--- src/rtl/i2c_pkg.sv ---
// i2c_pkg: definitions shared by the I2C target and the I2C controller.
//   i2c_state_t   - target protocol state
//   I2C_ACK/NACK  - SDA level for the ninth-clock acknowledge bit
//   I2C_RW_READ   - value of the R/W bit that requests a read
//   addr_match()  - compares an address byte {addr[6:0], rw} with a 7-bit address
package i2c_pkg;

  typedef enum logic [2:0] {
    IDLE     = 3'd0,
    ADDR     = 3'd1,
    ADDR_ACK = 3'd2,
    WR_DATA  = 3'd3,
    WR_ACK   = 3'd4,
    RD_DATA  = 3'd5,
    RD_ACK   = 3'd6,
    IGNORE   = 3'd7
  } i2c_state_t;

  localparam logic I2C_ACK     = 1'b0;
  localparam logic I2C_NACK    = 1'b1;
  localparam logic I2C_RW_READ = 1'b1;

  function automatic logic addr_match(input logic [7:0] addr_byte,
                                      input logic [6:0] addr);
    return (addr_byte[7:1] == addr);
  endfunction

endpackage

--- src/rtl/i2c_bus_sync.sv ---
// i2c_bus_sync: brings SCL/SDA into the clk domain and derives bus events.
// Ports:
//   clk, rst                 system clock, async active-high reset
//   scl_in, sda_in           raw bus levels
//   scl_s, sda_s             synchronized levels
//   scl_rise, scl_fall       one-clk pulses on synchronized SCL edges
//   start_det, stop_det      one-clk pulses: SDA falls / rises while SCL is high
// SYNC_STAGES must be at least 2.
module i2c_bus_sync #(
  parameter int SYNC_STAGES = 2
) (
  input  logic clk,
  input  logic rst,
  input  logic scl_in,
  input  logic sda_in,
  output logic scl_s,
  output logic sda_s,
  output logic scl_rise,
  output logic scl_fall,
  output logic start_det,
  output logic stop_det
);

  logic [SYNC_STAGES-1:0] scl_sync;
  logic [SYNC_STAGES-1:0] sda_sync;
  logic                   scl_q;
  logic                   sda_q;

  // Flops reset to the idle-bus level (both lines high) so that leaving
  // reset on a quiet bus produces no spurious START or edge.
  always_ff @(posedge clk or posedge rst) begin
    if (rst) begin
      scl_sync <= '1;
      sda_sync <= '1;
      scl_q    <= 1'b1;
      sda_q    <= 1'b1;
    end else begin
      scl_sync <= {scl_sync[SYNC_STAGES-2:0], scl_in};
      sda_sync <= {sda_sync[SYNC_STAGES-2:0], sda_in};
      scl_q    <= scl_s;
      sda_q    <= sda_s;
    end
  end

  assign scl_s     = scl_sync[SYNC_STAGES-1];
  assign sda_s     = sda_sync[SYNC_STAGES-1];
  assign scl_rise  =  scl_s & ~scl_q;
  assign scl_fall  = ~scl_s &  scl_q;
  assign start_det =  scl_s & sda_q & ~sda_s;
  assign stop_det  =  scl_s & ~sda_q & sda_s;

endmodule

--- src/rtl/i2c_target.sv ---
// i2c_target: I2C responder with a 7-bit address, no clock stretching.
// Ports:
//   clk, rst       system clock (>= 8x SCL), async active-high reset
//   scl_in, sda_in bus levels
//   sda_oe         1 = pull SDA low, 0 = release
//   rx_data/valid  byte written by the controller, valid for one clk
//   rx_ready       local side accepts the byte; 0 makes us NACK it
//   tx_data/req    tx_req pulses for one clk; tx_data is sampled on that clk
//   selected       address ACKed, until STOP or repeated START
//   busy           between START and STOP
//
// state    | meaning
// ---------+--------------------------------------------------------------
// IDLE     | bus free or unknown, waiting for START
// ADDR     | shifting in {addr, rw}
// ADDR_ACK | holding SDA low for the address ACK
// WR_DATA  | shifting in a write byte
// WR_ACK   | ACK (rx_ready=1) or NACK slot of a write byte
// RD_DATA  | shifting out a read byte
// RD_ACK   | controller ACK/NACK slot of a read byte
// IGNORE   | not addressed or read ended with NACK; bus released
module i2c_target
  import i2c_pkg::*;
#(
  parameter logic [6:0] TGT_ADDR    = 7'h54,
  parameter int         SYNC_STAGES = 2
) (
  input  logic       clk,
  input  logic       rst,
  input  logic       scl_in,
  input  logic       sda_in,
  output logic       sda_oe,
  output logic [7:0] rx_data,
  output logic       rx_valid,
  input  logic       rx_ready,
  input  logic [7:0] tx_data,
  output logic       tx_req,
  output logic       selected,
  output logic       busy
);

  logic scl_s, sda_s, scl_rise, scl_fall, start_det, stop_det;

  i2c_bus_sync #(.SYNC_STAGES(SYNC_STAGES)) u_sync (
    .clk       (clk),
    .rst       (rst),
    .scl_in    (scl_in),
    .sda_in    (sda_in),
    .scl_s     (scl_s),
    .sda_s     (sda_s),
    .scl_rise  (scl_rise),
    .scl_fall  (scl_fall),
    .start_det (start_det),
    .stop_det  (stop_det)
  );

  i2c_state_t state, state_n;
  logic [7:0] shift, shift_n;
  logic [3:0] cnt, cnt_n;
  logic       rw, rw_n;
  logic       ack_pend, ack_pend_n;   // write: ACK the byte; read: controller ACKed
  logic       sda_oe_n, selected_n, busy_n, rx_valid_n, tx_req_n;
  logic [7:0] rx_data_n;

  always_ff @(posedge clk or posedge rst) begin
    if (rst) begin
      state    <= IDLE;
      shift    <= 8'h00;
      cnt      <= 4'd0;
      rw       <= 1'b0;
      ack_pend <= 1'b0;
      sda_oe   <= 1'b0;
      selected <= 1'b0;
      busy     <= 1'b0;
      rx_data  <= 8'h00;
      rx_valid <= 1'b0;
      tx_req   <= 1'b0;
    end else begin
      state    <= state_n;
      shift    <= shift_n;
      cnt      <= cnt_n;
      rw       <= rw_n;
      ack_pend <= ack_pend_n;
      sda_oe   <= sda_oe_n;
      selected <= selected_n;
      busy     <= busy_n;
      rx_data  <= rx_data_n;
      rx_valid <= rx_valid_n;
      tx_req   <= tx_req_n;
    end
  end

  always_comb begin
    state_n    = state;
    shift_n    = shift;
    cnt_n      = cnt;
    rw_n       = rw;
    ack_pend_n = ack_pend;
    sda_oe_n   = sda_oe;
    selected_n = selected;
    busy_n     = busy;
    rx_data_n  = rx_data;
    rx_valid_n = 1'b0;
    tx_req_n   = 1'b0;

    if (start_det) begin
      // any partially shifted bit in this clk is dropped
      state_n    = ADDR;
      busy_n     = 1'b1;
      selected_n = 1'b0;
      cnt_n      = 4'd0;
      sda_oe_n   = 1'b0;
    end else if (stop_det) begin
      state_n    = IDLE;
      busy_n     = 1'b0;
      selected_n = 1'b0;
      sda_oe_n   = 1'b0;
    end else if (tx_req && !scl_s) begin
      // read byte load happens one clk after the SCL fall that requested it,
      // still inside the SCL low phase
      shift_n  = tx_data;
      sda_oe_n = ~tx_data[7];
    end else begin
      unique case (state)
        IDLE, IGNORE: begin
          sda_oe_n = 1'b0;
        end

        ADDR: begin
          if (scl_rise && cnt < 4'd8) begin
            shift_n = {shift[6:0], sda_s};
            cnt_n   = cnt + 4'd1;
          end else if (scl_fall && cnt == 4'd8) begin
            if (addr_match(shift, TGT_ADDR)) begin
              sda_oe_n   = 1'b1;
              rw_n       = shift[0];
              selected_n = 1'b1;
              state_n    = ADDR_ACK;
            end else begin
              state_n = IGNORE;
            end
          end
        end

        ADDR_ACK: begin
          if (scl_fall) begin
            cnt_n = 4'd0;
            if (rw == I2C_RW_READ) begin
              // SDA stays low until the byte loads on the next clk
              tx_req_n = 1'b1;
              state_n  = RD_DATA;
            end else begin
              sda_oe_n = 1'b0;
              state_n  = WR_DATA;
            end
          end
        end

        WR_DATA: begin
          if (scl_rise && cnt < 4'd8) begin
            shift_n = {shift[6:0], sda_s};
            cnt_n   = cnt + 4'd1;
            if (cnt == 4'd7) begin
              rx_data_n  = {shift[6:0], sda_s};
              rx_valid_n = rx_ready;
              ack_pend_n = rx_ready;
            end
          end else if (scl_fall && cnt == 4'd8) begin
            sda_oe_n = ack_pend;
            state_n  = WR_ACK;
          end
        end

        WR_ACK: begin
          if (scl_fall) begin
            sda_oe_n = 1'b0;
            cnt_n    = 4'd0;
            state_n  = WR_DATA;
          end
        end

        RD_DATA: begin
          if (scl_fall) begin
            if (cnt == 4'd7) begin
              sda_oe_n   = 1'b0;
              ack_pend_n = 1'b0;
              state_n    = RD_ACK;
            end else begin
              shift_n  = {shift[6:0], 1'b0};
              sda_oe_n = ~shift[6];
              cnt_n    = cnt + 4'd1;
            end
          end
        end

        RD_ACK: begin
          if (scl_rise) begin
            if (sda_s == I2C_NACK) state_n = IGNORE;
            else                   ack_pend_n = 1'b1;
          end else if (scl_fall && ack_pend) begin
            tx_req_n   = 1'b1;
            ack_pend_n = 1'b0;
            cnt_n      = 4'd0;
            state_n    = RD_DATA;
          end
        end

        default: begin
          state_n  = IDLE;
          sda_oe_n = 1'b0;
        end
      endcase
    end
  end

endmodule

--- config.mk ---
export PLATFORM = sky130hd
export DESIGN_NAME = i2c_target
export DESIGN_NICKNAME = d
export VERILOG_FILES = /design/src/rtl/i2c_pkg.sv /design/src/rtl/i2c_bus_sync.sv /design/src/rtl/i2c_target.sv
export SDC_FILE = /design/constraint.sdc
export NUM_CORES = 1
export LEC_CHECK = 0
export BUFFER_PORTS_ARGS = -buffer_cell sky130_fd_sc_hd__buf_2
export CORE_AREA = 10 10 74 76
export DETAILED_ROUTE_END_ITERATION = 10
export DIE_AREA = 0 0 84 86
export PLACE_DENSITY = 0.8
export SLEW_MARGIN = 20
export SYNTH_ARGS = -nofsm -noshare
export SYNTH_HDL_FRONTEND = slang
export SYNTH_SLANG_ARGS = --single-unit
--- constraint.sdc ---
create_clock -name clk -period 1.88 [get_ports clk]
set_input_delay 0.47 -clock clk [delete_from_list [all_inputs] [get_ports clk]]
set_output_delay 0.47 -clock clk [all_outputs]
set_load 0.02 [all_outputs]
Word-level counts from Yosys, hierarchy flattened
Cells that the tools add are included.
{"block": "totals", "out_inout_bits": 13, "regBits": 36, "elab_cells": 181, "inputBits": 13}
{"block": "op_classes", "bitwise_logic": 16, "mux": 74, "n_reduce_logical": 26, "order_cmp": 1, "n_eq_ne": 48, "addsub": 1}
{"cell": "$ne 5x5->1 const B", "n": 10}
{"cell": "$mux 3", "n": 16}
{"cell": "$mux 1", "n": 39}
{"cell": "$mux 4", "n": 9}
{"cell": "$mux 8", "n": 4}
{"cell": "$ne 4x4->1 const B", "n": 8}
{"cell": "$ne 3x3->1 const B", "n": 10}
{"cell": "$reduce_and 10->1", "n": 2}
{"cell": "$pmux 3 s6", "n": 1}
{"cell": "$pmux 4 s4", "n": 1}
{"cell": "$pmux 8 s2", "n": 1}
{"cell": "$reduce_bool 3->1", "n": 5}
{"cell": "$eq 3x3->1 const B", "n": 4}
{"cell": "$ne 2x2->1 const B", "n": 6}
{"cell": "$reduce_and 12->1", "n": 1}
{"cell": "$reduce_and 6->1", "n": 2}
{"cell": "$not 1->1", "n": 10}
{"cell": "$ne 3x1->1 const B", "n": 3}
{"cell": "$reduce_and 9->1", "n": 1}
{"cell": "$reduce_bool 9->1", "n": 1}
{"cell": "$reduce_bool 8->1", "n": 1}
{"cell": "$eq 7x7->1 const B", "n": 1}
{"cell": "$reduce_and 7->1", "n": 1}
{"cell": "$and 1x1->1", "n": 6}
{"cell": "other kinds (17)", "n": 23}

Longest topological paths before layout
Gate-level depths: netlist of the first run.
{"block": "depth", "depth_word": 9, "ltp_mapped": 8, "depth_no_buf": 7}

Modules after synthesis
A second synthesis of the first run with hierarchy kept.
{"block": "unflattened", "cells_unflattened": 201, "hier_area_um2": 2079.5}
{"module": "i2c_target", "n_inst": 1, "area_per_inst_um2": 1885.6, "seq_area_each_um2": 750.7, "cells_per_inst": 190}
{"module": "i2c_bus_sync", "n_inst": 1, "area_per_inst_um2": 193.9, "seq_area_each_um2": 157.7, "cells_per_inst": 11}

Least setup slack after synthesis of the first run
No wires, ideal clock.
{"block": "synth_timing", "path_type": "flip-flop to flip-flop", "startpoint": "register u_sync.sda_q", "endpoint": "register rx_data[0]", "arrival_time_ns": 1.832, "n_path_buf": 2, "period_less_slack_ns": 1.960, "path_slack_ns": -0.080, "path_stages_with_launch": 7, "t_required_ns": 1.752, "setup_time_ns": 0.128, "path_cell_list": "dfstp_2 -> clkbuf_1 -> xor2_1 -> and2_1 -> or3_1 -> buf_2 -> mux2_1"}
{"block": "synth_via", "elab_chain_len": 5, "word_cells_on_any_way": 8, "classes_between": "7 x bitwise; 1 x reduce/logical"}
{"element": "from (decl)", "line_no": "i2c_bus_sync.sv:27", "source": "logic sda_q;"}
{"element": "from (signal assigned)", "line_no": "i2c_bus_sync.sv:41", "source": "sda_q <= sda_s;"}
{"element": "$not 1->1", "line_no": "i2c_bus_sync.sv:50", "source": "assign stop_det = scl_s & ~sda_q & sda_s;"}
{"element": "$and 1x1->1 (2 in series)", "line_no": "i2c_bus_sync.sv:50"}
{"element": "$not 1->1 (no source line)"}
{"element": "$reduce_and 6->1 (no source line) *"}
{"element": "to (signal assigned)", "line_no": "i2c_target.sv:87", "source": "rx_data <= rx_data_n;"}
{"element": "to (decl)", "line_no": "i2c_target.sv:33", "source": "output logic [7:0] rx_data,"}
Mark *: on every way between the ends. The rest lies on a longest branch, timed or not.
A chain may end at the register's enable or synchronous reset.

Worst setup path after layout of the first run
{"block": "layout_timing", "startpoint": "register u_sync.scl_q", "endpoint": "register state[2]"}
{"block": "layout_via", "elab_chain_len": 7, "word_cells_on_any_way": 21, "classes_between": "9 x eq/ne; 5 x mux; 3 x bitwise; 4 x reduce/logical"}
{"element": "from (decl)", "line_no": "i2c_bus_sync.sv:26", "source": "logic scl_q;"}
{"element": "from (signal assigned)", "line_no": "i2c_bus_sync.sv:40", "source": "scl_q <= scl_s;"}
{"element": "$not 1->1", "line_no": "i2c_bus_sync.sv:47", "source": "assign scl_rise = scl_s & ~scl_q;"}
{"element": "$and 1x1->1", "line_no": "i2c_bus_sync.sv:47"}
{"element": "$mux 3", "line_no": "i2c_target.sv:197", "source": "if (scl_rise) begin"}
{"element": "$pmux 3 s6", "line_no": "i2c_target.sv:124", "source": "unique case (state)"}
{"element": "$mux 3", "line_no": "i2c_target.sv:118", "source": "end else if (tx_req && !scl_s) begin"}
{"element": "$mux 3", "line_no": "i2c_target.sv:113", "source": "end else if (stop_det) begin"}
{"element": "$mux 3", "line_no": "i2c_target.sv:106", "source": "if (start_det) begin"}
{"element": "to (signal assigned)", "line_no": "i2c_target.sv:79", "source": "state <= state_n;"}
{"element": "to (decl)", "line_no": "i2c_target.sv:57", "source": "i2c_state_t state, state_n;"}
Several ways; a longest one is shown, not always the timed one. The select of a mux whose other input is x is not followed.

==> results of run 1 <==
-- cells by family (layout without fill, tap and decap cells) --
family / Yosys count / count (layout) / share of synthesized area
buffers and inverters: 17 / 87 / 0.0387
xor gates and xnor gates: 1 / 1 / 0.00444
DFF: 36 / 36 / 0.461
AOI/OAI and AO/OA: 55 / 55 / 0.180
adders and majority gates: 3 / 3 / 0.0178
muxes: 18 / 18 / 0.0977
and+or+nand+nor: 69 / 69 / 0.201
-- cells in the final DEF, fill, tap and decap left out, types with 2 or more instances in the layout --
cell type   n
o21ai_2     4
and2b_1     2
o21ai_1     5
nor2_1     11
buf_2      25
a21oi_1     6
buf_4      45
clkbuf_8    7
mux2_1      3
a22oi_1     2
mux2_4      3
dfstp_2     6
nand2b_1    5
nand2_1    23
a211oi_2    2
or3_4       3
a211oi_1    2
and3b_1     2
o31ai_1     2
and2_1      2
inv_1       7
nand3_1     5
a21boi_0    2
o21ai_0    17
buf_6       2
mux2i_1     8
mux2_2      4
dfrtp_1    29
nor2b_2     2
-- cells in the mapped netlist, types with 3 or more instances --
master    instances
dfrtp_1          30
nand2_1          23
o21ai_0          21
nor2_1           11
mux2i_1           8
a21oi_1           7
inv_1             7
dfstp_2           6
nand2b_1          6
mux2_1            5
mux2_2            5
nand3_1           5
a211oi_1          4
buf_2             4
clkbuf_1          4
o21ai_1           4
and3b_1           3
nor2b_1           3
o31ai_1           3
-- sequential cells by signal, summed over array words and instances (netlist names), 2 cells and up --
signal and cells:
u_sync.sda_sync 2, cnt 4, u_sync.scl_sync 2, rx_data 8
shift 8, state 3
-- per-stage QoR --
step | setup WS (ps) | area, µm² | power, mW | std cells
after global placement | -109 | 2410 | 2.52 | 304
after floorplan | -69.8 | 1970 | 2.00 | 199
after detailed placement | -165 | 2410 | 2.57 | 304
after global routing | -288 | 2690 | 3.71 | 319
final | -217 | 2690 | 3.49 | 319
after CTS | -156 | 2600 | 3.32 | 317
-- what timing repair did --
action / in CTS / in global routing
hold endpoints to repair: 0 / 0
pin swaps: 7 / 6
setup endpoints to repair: 14 / 26
resized for setup: 14 / 18
buffers inserted: 6 / 2
-- worst max path at each step --
stage                            start       end  slack (ps)  cells past startpoint
after global placement    u_sync.scl_q  state[2]        -110                      6
after detailed placement  u_sync.scl_q  state[2]        -170                      6
after floorplan           u_sync.scl_q  state[2]         -70                      6
after global routing      u_sync.scl_q  state[2]        -290                      6
after CTS                 u_sync.scl_q  state[2]        -160                      6
final                     u_sync.scl_q  state[2]        -220                      6
-- worst max-delay path, stage by stage (launching register included) --
cell and delay [ps]:
dfstp_2 560, and2b_4 200, nand4b_4 110, a32o_2 250, or3_4 400, or3_4 370, a21oi_2 120
-- where the power goes --
group	leakage [nW]	switching, mW	internal (mW)
combinational	0.882	0.887	0.866
clock	0.0515	0.275	0.335
sequential	0.461	0.190	0.940
total	1.39	1.35	2.14
-- cell type report --
class                      count  area, µm²
fill                         270       1280
multi-input combinational    146       1100
sequential                    36        910
timing repair buffer          72        485
clock buffer                   8        100
tap                           50       62.6
inverter                       7       26.3
-- metal layers --
metal	routed length, µm	vias to the layer above	global-route usage
li1	-	850	-
met1	2390	906	0.164
met2	2740	76	0.256
met3	273	14	0.0322
met4	132	0	0.0624
met5	0	-	0
==> flow_summary.json, run 1 <==
{
  "status": "finished, violations left",
  "violations": "negative setup slack",
  "finalHoldViolCount": 0,
  "synth_edf_count": 0,
  "grt_start_max_net_pins": 37,
  "drt-pass1-iter-count": 5,
  "leakagePower_nw": 1.39,
  "async_reset_ff_frac": 1.00,
  "antenna_found_initial": 0,
  "clk_pin_slew_ps": 80,
  "nNetsFinal": 283,
  "hpwlAfterDp_um": 3720,
  "crit_path_end_kind": "flop",
  "drc": 0,
  "io_buffers": 25,
  "syn_to_final_growth_pct": 36.3,
  "vias_per_cell": 5.79,
  "p_per_area_nw_per_um2": 1300,
  "num_vias": 1846,
  "drive_gt1_frac": 0.442,
  "setup_ws_ps": -217,
  "rsz0062_at_grt": "true",
  "synth_seq_cells": 36,
  "cts_max_level": 2,
  "wl_per_cell_um": 17.4,
  "crit_fanout": 5,
  "start_kind": "flop",
  "cts.path.max_buffers": 2,
  "path_class": "flop to flop",
  "ant_nets": 0,
  "wl_um": 5540,
  "clock-sinks": 36,
  "gp_congestion": 0.948,
  "cts_tree": "yes",
  "rows": 23,
  "synth_cells": 199,
  "rrSetupSlack_ps": -220,
  "syn_area_um2": 1970,
  "syn_area_per_cell_um2": 9.91,
  "clock_latency_ps": 290,
  "grt_overflow_total": 0,
  "hold_class": "input pin to asynchronous set/reset pin",
  "synthFlopType": "dfrtp_1",
  "crit_arrival_ps": 2310,
  "ios": 26,
  "die_area_um2": 7220,
  "tns_ps": -993,
  "timing.rr.end": "state[2]",
  "grt_usage": 0.145,
  "die_w_um": 84,
  "numCtsBuffers": 5,
  "first_global_vias": 1872,
  "coreArea_um2": 3970,
  "postCtsHoldBufs": 0,
  "start_util": 0.497,
  "hold_slack_ps": 263,
  "synth_top_cell_by_area": "dfrtp_1",
  "maxSlewHeadroom": 0.698,
  "diodes": 0,
  "synth_area_leaders": "dfrtp_1 (38%), dfstp_2 (8.0%), o21ai_0 (5.3%)",
  "r2r-start": "u_sync.scl_q",
  "synth.lib_cells_used.distinct": 50,
  "layout_min_cycle_time_ps": 2100,
  "cts_root_buf": "clkbuf_8",
  "reg2reg_depth": 6,
  "utilization": 0.677,
  "ys_seq_area_frac": 0.461,
  "finalCritPeriodShare": 1.12,
  "worstMarginPinSlew_ps": 453,
  "grt_pass1_wl_um": 8760,
  "maxCapViolations": 0,
  "fmax_mhz": 477,
  "finClkSkew_ps": 13.4,
  "vdd_drop_max_v": 0.000846,
  "drv_slew": 0,
  "final-setup-viol-count": 14,
  "ys_warn_count": 0,
  "dieHeight_um": 86,
  "synthesis.nets": 214,
  "synth_top_area_frac": 0.381,
  "required_ps": 2100,
  "drt_iter0_drc": 239
}
Note: power is estimated with default switching activity, not from simulation.
==> inputs of run 2 (changes only) <==
--- a/config.mk
+++ b/config.mk
@@ -6,10 +6,10 @@
 export NUM_CORES = 1
 export LEC_CHECK = 0
 export BUFFER_PORTS_ARGS = -buffer_cell sky130_fd_sc_hd__buf_2
-export CORE_AREA = 10 10 74 76
+export CORE_AREA = 10 10 69 71
 export DETAILED_ROUTE_END_ITERATION = 10
-export DIE_AREA = 0 0 84 86
-export PLACE_DENSITY = 0.8
+export DIE_AREA = 0 0 79 81
+export PLACE_DENSITY = 0.88
 export SLEW_MARGIN = 20
 export SYNTH_ARGS = -nofsm -noshare
 export SYNTH_HDL_FRONTEND = slang
==> constraint.sdc (replaced) <==
create_clock -name clk -period 2.67 [get_ports clk]
set_input_delay 0.6675 -clock clk [delete_from_list [all_inputs] [get_ports clk]]
set_output_delay 0.6675 -clock clk [all_outputs]
set_load 0.02 [all_outputs]
==> flow_summary.json, run 2 (synthesis results as in run 1) <==
{
  "status": "complete, no violations",
  "ctsResizeCount": 0,
  "wl_um": 4540,
  "min_to": "u_sync.scl_sync[1]",
  "first_global_vias": 1597,
  "layout_min_cycle_time_ps": 2180,
  "dieHeight_um": 81,
  "rows": 22,
  "mostFrequentLayoutCells": "dfrtp_1 (30), buf_2 (25), nand2_1 (23)",
  "nNetsFinal": 241,
  "rrSetupSlack_ps": 490,
  "drc": 0,
  "r2r-start": "state[0]",
  "utilization": 0.628,
  "grt_start_max_net_pins": 37,
  "fmax_mhz": 459,
  "postCtsSetupRepairBufs": 0,
  "grt_usage": 0.149,
  "grt_overflow_total": 0,
  "final-setup-viol-count": 0,
  "numCtsBuffers": 5,
  "start_util": 0.560,
  "vias_per_cell": 5.77,
  "cpMaxStageDelayCell": "dfrtp_1",
  "total_power_mw": 1.92,
  "crit_fanout": 19,
  "ios": 26,
  "drv_slew": 0,
  "cts_max_level": 2,
  "rsz0062_at_grt": "false",
  "critical_path.max_stage_delay_ps": 690,
  "cts.path.max_buffers": 2,
  "dp_slack_ps": 557,
  "final_common_cell": "dfrtp_1",
  "ant_nets": 0,
  "finClkSkew_ps": 14.7,
  "reg.largest.list": "rx_data (8), shift (8), cnt (4)",
  "cts_root_buf": "clkbuf_4",
  "leakagePower_nw": 1.13,
  "clock-sinks": 36,
  "die_area_um2": 6400,
  "crit_arrival_ps": 2440,
  "syn_to_final_growth_pct": 12.2,
  "start_kind": "flop",
  "coreArea_um2": 3520,
  "wl_per_cell_um": 16.5,
  "maxSlewHeadroom": 0.647,
  "grt_pass1_wl_um": 7660,
  "hold_class": "flop to flop",
  "timing.rr.end": "state[2]",
  "io_buffers": 25,
  "num_vias": 1588,
  "reg2reg_depth": 6,
  "hpwlAfterDp_um": 3370,
  "drt_iter0_drc": 142,
  "min_from": "u_sync.scl_sync[0]",
  "die_w_um": 79,
  "crit_chain": "and3b_1 > o21ai_1 > a32oi_2 > or3_4 > or3_1 > a21oi_1",
  "maxCapViolations": 0,
  "path_class": "flop to flop",
  "setup_ws_ps": 492,
  "cts_tree": "yes",
  "tns_ps": 0,
  "drive_gt1_frac": 0.238,
  "finalCritPeriodShare": 0.816,
  "worstMarginPinSlew_ps": 524,
  "vdd_drop_max_v": 0.000500,
  "clock_latency_ps": 340,
  "crit_path_end_kind": "flop",
  "required_ps": 2930,
  "finalHoldViolCount": 0,
  "postCtsHoldBufs": 0,
  "gp_congestion": 0.959,
  "hold_slack_ps": 360,
  "holdPathStages": 0,
  "diodes": 0,
  "antenna_found_initial": 0,
  "p_per_area_nw_per_um2": 870,
  "clk_pin_slew_ps": 100,
  "drt-pass1-iter-count": 4
}
==> run 2: changes by cell type in the layout (fill, tap and decap cells not counted), sizes merged <==
| cell | before | now |
|---|---|---|
| buf | 72 | 30 |
==> run 2: worst max-delay path by stage <==
| stage | from | endpoint | slack [ps] | cells past startpoint |
|---|---|---|---|---|
| floorplan | u_sync.sda_q | rx_data[0] | 710 | 6 |
| global placement | state[0] | state[2] | 590 | 6 |
| detailed placement | state[0] | state[2] | 560 | 6 |
| CTS | state[0] | state[2] | 530 | 6 |
| global route | state[0] | cnt[3] | 370 | 5 |
| finish | state[0] | state[2] | 490 | 6 |
==> run 2: through the flow <==
step | cell area (µm²) | std cells
after CTS | 2210 | 275
final | 2210 | 275
after global routing | 2210 | 275
after floorplan | 1970 | 199
after detailed placement | 2140 | 267
after global placement | 2140 | 267
==> run 2: routing by layer <==
layer | vias to the layer above | global-route usage | routed length [µm]
li1 | 773 | - | -
met1 | 758 | 0.188 | 2040
met2 | 51 | 0.245 | 2190
met3 | 6 | 0.0364 | 252
met4 | 0 | 0.0484 | 57
met5 | - | 0 | 0
==> run 2: cell type report <==
class                           instances  area (µm²)
Multi-Input combinational cell        146         987
Inverter                                7        26.3
Timing Repair Buffer                   30         163
Tap cell                               48        60.1
Clock buffer                            8        68.8
Sequential cell                        36         908
Fill cell                             307        1310
==> run 2: critical path: cells and delay by family, from the launching register on <==
| kind | cells | cell delay [ps] |
|---|---|---|
| flops | 1 | 690 |
| simple gates | 3 | 1020 |
| compound gates | 3 | 410 |
==> run 2: where the power goes <==
| group | internal [mW] | leakage [nW] | total [mW] | switching [mW] |
|---|---|---|---|---|
| Combinational | 0.341 | 0.632 | 0.762 | 0.421 |
| Clock | 0.155 | 0.0386 | 0.329 | 0.174 |
| Sequential | 0.659 | 0.462 | 0.834 | 0.175 |
| Total | 1.16 | 1.13 | 1.92 | 0.769 |
